### config.mk
export PLATFORM = sky130hd
export DESIGN_NAME = movegen_sched
export DESIGN_NICKNAME = d
export VERILOG_FILES = /design/src/rtl/movegen_sched.sv
export SDC_FILE = /design/constraint.sdc
export NUM_CORES = 1
export LEC_CHECK = 0
export ABC_AREA = 1
export BUFFER_PORTS_ARGS = -buffer_cell sky130_fd_sc_hd__buf_2
export CORE_ASPECT_RATIO = 1.25
export CORE_MARGIN = 8
export CORE_UTILIZATION = 30
export CTS_BUF_LIST = sky130_fd_sc_hd__clkbuf_16
export CTS_CLUSTER_SIZE = 28
export DETAILED_ROUTE_END_ITERATION = 12
export PLACE_DENSITY_LB_ADDON = 0.1
export SYNTH_ARGS = -nofsm -noshare
export SYNTH_HDL_FRONTEND = slang
export SYNTH_SLANG_ARGS = --single-unit
### constraint.sdc
create_clock -name clk -period 2.1 [get_ports clk]
set_input_delay 0.105 -clock clk [delete_from_list [all_inputs] [get_ports clk]]
set_output_delay 0.105 -clock clk [all_outputs]
set_load 0.01 [all_outputs]
### src/rtl/movegen_sched.sv
// movegen_sched: kicks the eight column generators, then drains their FIFOs a..h.
// Optional WAIT watchdog: define MOVEGEN_WATCHDOG_EN.
module movegen_sched #(
    parameter int TIMEOUT = 1023
) (
    input  logic         clk,
    input  logic         reset,
    input  logic         start,
    input  logic [7:0]   col_done,
    input  logic [7:0]   col_empty,
    input  logic [151:0] col_rd_data,
    output logic [7:0]   col_start,
    output logic [7:0]   col_rden,
    output logic [18:0]  mv_data,
    output logic         mv_valid,
    input  logic         mv_ready,
    output logic         mv_last,
    output logic [7:0]   mv_count,
    output logic         busy,
    output logic         err
);

    typedef enum logic [2:0] {
        IDLE, KICK, WAIT, SCAN, READ, CAP, EMIT, TERM
    } state_t;

    localparam logic [18:0] TERM_WORD = 19'h40000;

    state_t      state;
    logic [2:0]  ptr;
    logic [18:0] cap_word;
    logic        last_col;

    assign cap_word = col_rd_data[19*ptr +: 19];
    assign last_col = (ptr == 3'd7);

`ifdef MOVEGEN_WATCHDOG_EN
    localparam logic [9:0] TMO_LAST = 10'(TIMEOUT - 1);
    logic [9:0] tmo_cnt;
`else
    logic unused_timeout;
    assign unused_timeout = ^10'(TIMEOUT);
    assign err = 1'b0;
`endif

    always_ff @(posedge clk or negedge reset) begin
        if (!reset) begin
            state     <= IDLE;
            ptr       <= '0;
            col_start <= '0;
            col_rden  <= '0;
            mv_data   <= '0;
            mv_valid  <= 1'b0;
            mv_last   <= 1'b0;
            mv_count  <= '0;
            busy      <= 1'b0;
`ifdef MOVEGEN_WATCHDOG_EN
            tmo_cnt   <= '0;
            err       <= 1'b0;
`endif
        end else begin
            col_start <= '0;
            col_rden  <= '0;
            unique case (state)
                IDLE: begin
                    if (start) begin
                        state     <= KICK;
                        col_start <= 8'hFF;
                        busy      <= 1'b1;
                        ptr       <= '0;
                        mv_count  <= '0;
`ifdef MOVEGEN_WATCHDOG_EN
                        tmo_cnt   <= '0;
                        err       <= 1'b0;
`endif
                    end
                end
                KICK: state <= WAIT;
                WAIT: begin
                    if (col_done == 8'hFF) begin
                        state <= SCAN;
                    end else begin
`ifdef MOVEGEN_WATCHDOG_EN
                        // give up on stuck columns; close list empty
                        if (tmo_cnt == TMO_LAST) begin
                            err      <= 1'b1;
                            state    <= TERM;
                            mv_data  <= TERM_WORD;
                            mv_valid <= 1'b1;
                            mv_last  <= 1'b1;
                        end else begin
                            tmo_cnt <= tmo_cnt + 10'd1;
                        end
`endif
                    end
                end
                SCAN: begin
                    if (!col_empty[ptr]) begin
                        state    <= READ;
                        col_rden <= 8'd1 << ptr;
                    end else if (last_col) begin
                        state    <= TERM;
                        mv_data  <= TERM_WORD;
                        mv_valid <= 1'b1;
                        mv_last  <= 1'b1;
                    end else begin
                        ptr <= ptr + 3'd1;
                    end
                end
                READ: state <= CAP;
                CAP: begin
                    // bit 18 marks the end of a column's list
                    if (cap_word[18]) begin
                        if (last_col) begin
                            state    <= TERM;
                            mv_data  <= TERM_WORD;
                            mv_valid <= 1'b1;
                            mv_last  <= 1'b1;
                        end else begin
                            ptr   <= ptr + 3'd1;
                            state <= SCAN;
                        end
                    end else begin
                        mv_data  <= cap_word;
                        mv_valid <= 1'b1;
                        state    <= EMIT;
                    end
                end
                EMIT: begin
                    if (mv_ready) begin
                        mv_valid <= 1'b0;
                        if (mv_count != 8'hFF)
                            mv_count <= mv_count + 8'd1;
                        state <= SCAN;
                    end
                end
                TERM: begin
                    if (mv_ready) begin
                        mv_valid <= 1'b0;
                        mv_last  <= 1'b0;
                        mv_data  <= '0;
                        busy     <= 1'b0;
                        state    <= IDLE;
                    end
                end
                default: state <= IDLE;
            endcase
        end
    end

endmodule

==> results.toml <==
[finish]
stdcell_count = 1115
layout.nets = 1118
area_delta_synth_final_pct = 31.0
drive_above_1_share_pct = 28.8
num_antenna_cells = 0
nFillCells = 1641

[placement]
dpl.cell_count = 1106
place_congestion = 0.836
dp_hpwl_um = 13300
port_buffers = 217

[floorplanning]
num_rows = 48
dieArea_mm2 = 0.0182
start_util_pct = 30.7
die_x_um = 122
die_height_um = 149
fp.coreArea_mm2 = 0.0138
io_pins = 219

[synth]
netlist_area_mm2 = 0.00424
ys_top_cells_by_area = "dfrtp_1 (27%), nand2_1 (22%), nor2_1 (12%)"
ys_types = 34
yosys_register_bits = 45
yosysTopAreaCell = "dfrtp_1"
synth_cells = 744
yosysSeqAreaShare_pct = 26.6
syn_avg_cell_area_um2 = 5.70
syn-num-nets = 923
yosys.area.top_type_share_pct = 26.6
yosysWarnings = 0

[hold_path]
worstHoldPathCells = 3
worstHoldStart = "start"
hold_path_class = "in2reg"
worstHoldEndpoint = "col_start[6]"

[critical_path]
required_ns = 2.33
rr_startpoint = "ptr[1]"
cp.arrival_ns = 2.07
reg2reg_depth = 10
critPathKind = "reg2reg"
r2r_end = "mv_data[2]"
worstPathMaxFanout = 32
worstSetupEndpointType = "register"
r2r_slack_ns = 0.26
start_kind = "register"

[drt]
firstDrtPassIters = 4
drt_iter0_drc = 222
wl_per_cell_um = 14.9
vias_per_cell = 4.57
wl_um = 16600
drc = 0
dr_total_vias = 5100
final_antenna_net_count = 0

[status]
outcome = "finished, final reports clean"

[clock_tree]
numCtsBuffers = 5
clk_path_buf_depth = 2
clockRootBuffer = "clkbuf_16"
cts_sinks = 45
cts_tree = "yes"
post-cts-setup-buffers = 0
htree_num_levels = 2
clock_latency_ns = 0.29
clk_pin_slew_ns = 0.06

[timing]
finalHoldViolCount = 0
rsz0062_at_grt = "false"
tns_ns = 0
drv_slew = 0
relSlewSlack_pct = 64.0
fin_worst_skew_ns = 0.00843
timing.final.crit_share_pct = 87.5
setup_viol = 0
worst_pin_slew_ns = 0.540
post-route-min-period_ns = 1.84
fmax_ghz = 0.545

[power]
p_per_area_mw_per_mm2 = 1080
p_leak_nw = 3.31
power_mw = 5.97
ir_drop_mv = 0.505

[global_routing]
grt_max_degree = 69
antenna_found_initial = 0
grtUsageTotal_pct = 18.2
grt_overflow_total = 0
first_global_vias = 5332
grt_pass1_wl_um = 26600

[job]
maxCapViolCount = 0
[logic make-up (layout without fill, tap and decap cells)]
kind of cell,count (synthesis),in the layout,share of synthesized area (%)
AND/OR/NAND/NOR,449,449,43.1
flip-flops,45,45,26.6
XOR/XNOR,3,3,0.620
buffers and inverters,134,330,14.5
adder cells (fa/ha/maj),7,7,2.07
AO/OA/AOI/OAI,105,105,13.1
other,1,1,0.0885
[state kept, by name, indices dropped and copies added, names as in the netlist]
register / count
busy: 1
mv_data: 19
ptr: 3
col_start: 1
mv_count: 8
mv_valid: 1
col_rden: 8
state: 3
mv_last: 1
[cell usage in the layout (no fill, tap or decap), drive strengths merged]
cell type / n
a21oi: 5
o211ai: 3
o22ai: 10
xnor2: 1
nor3: 6
dlygate4sd3: 1
o21ai: 83
o21a: 1
nor2: 131
clkinv: 3
nand2: 267
dfrtp: 45
or2: 2
clkbuf: 5
nand4: 3
conb: 1
buf: 232
nand3: 40
inv: 89
xor2: 2
ha: 7
o31ai: 3
[Yosys cell counts, drive strengths merged]
master and count:
a21oi 5, buf 30, clkbuf 15, clkinv 2, conb 1, dfrtp 45, ha 7, inv 87
nand2 267, nand3 40, nand4 3, nor2 131, nor3 6, o211ai 3, o21a 1, o21ai 83
o22ai 10, o31ai 3, or2 2, xnor2 1, xor2 2
[cell type report]
class | instances | area [um^2] | share of cell area (%)
flip-flops and latches | 45 | 1130 | 20.3
well taps | 175 | 219 | 3.94
clock buffers | 5 | 125 | 2.25
clock inverters | 3 | 11.3 | 0.203
multi-input cells | 565 | 2500 | 45.0
repair buffers | 233 | 1230 | 22.2
inverters | 89 | 337 | 6.06
[timing repair]
action	in CTS	in global routing
setup endpoints to repair	0	1
resized for setup	0	1
hold buffers	1	0
hold endpoints to repair	16	0
[per-layer routing]
| metal | GRT usage, % | wire, um | vias to the layer above |
|---|---|---|---|
| li1 | - | - | 2672 |
| met1 | 22.2 | 7250 | 2247 |
| met2 | 30.3 | 7850 | 166 |
| met3 | 5.45 | 1310 | 15 |
| met4 | 4.52 | 227 | 0 |
| met5 | 0 | 0 | - |
[where the power goes]
group	internal [mW]	leakage [nW]	switching [mW]
Sequential	1.13	0.608	0.288
Clock	0.429	0.0738	0.329
Combinational	1.33	2.63	2.47
[how the worst max path moves through the flow]
| stage | startpoint | to | slack, ns | cells past startpoint |
|---|---|---|---|---|
| after floorplan | ptr[2] | ptr[2] | 0.47 | 6 |
| after CTS | ptr[1] | mv_data[2] | 0.22 | 10 |
| after global routing | mv_count[0] | mv_count[2] | 0.002 | 10 |
| after detailed placement | ptr[1] | mv_data[2] | 0.25 | 10 |
| after global placement | ptr[1] | mv_data[2] | 0.27 | 10 |
| final | ptr[1] | mv_data[2] | 0.26 | 10 |
[critical path: stages (launching register included)]
cell and delay [ns]:
dfrtp_2 0.48, clkinv_1 0.13, buf_4 0.34, o21ai_0 0.17, o22ai_1 0.20, nand2_1 0.09, nand2_1 0.11, nand2_1 0.07
nand2_1 0.07, nand2_1 0.05, nand2_1 0.05
[per-stage QoR]
step,hold slack [ns],utilization [%],cell area [um^2],setup slack [ns]
after floorplan,-0.191,-,4240,0.466
after global placement,0.0825,39.1,5410,0.272
after detailed placement,0.0835,39.1,5410,0.252
after CTS,0.0860,40.2,5550,0.220
after global routing,0.142,40.2,5550,0.00219
final,0.0934,40.2,5550,0.264
Note: power is estimated with default switching activity, not from simulation.
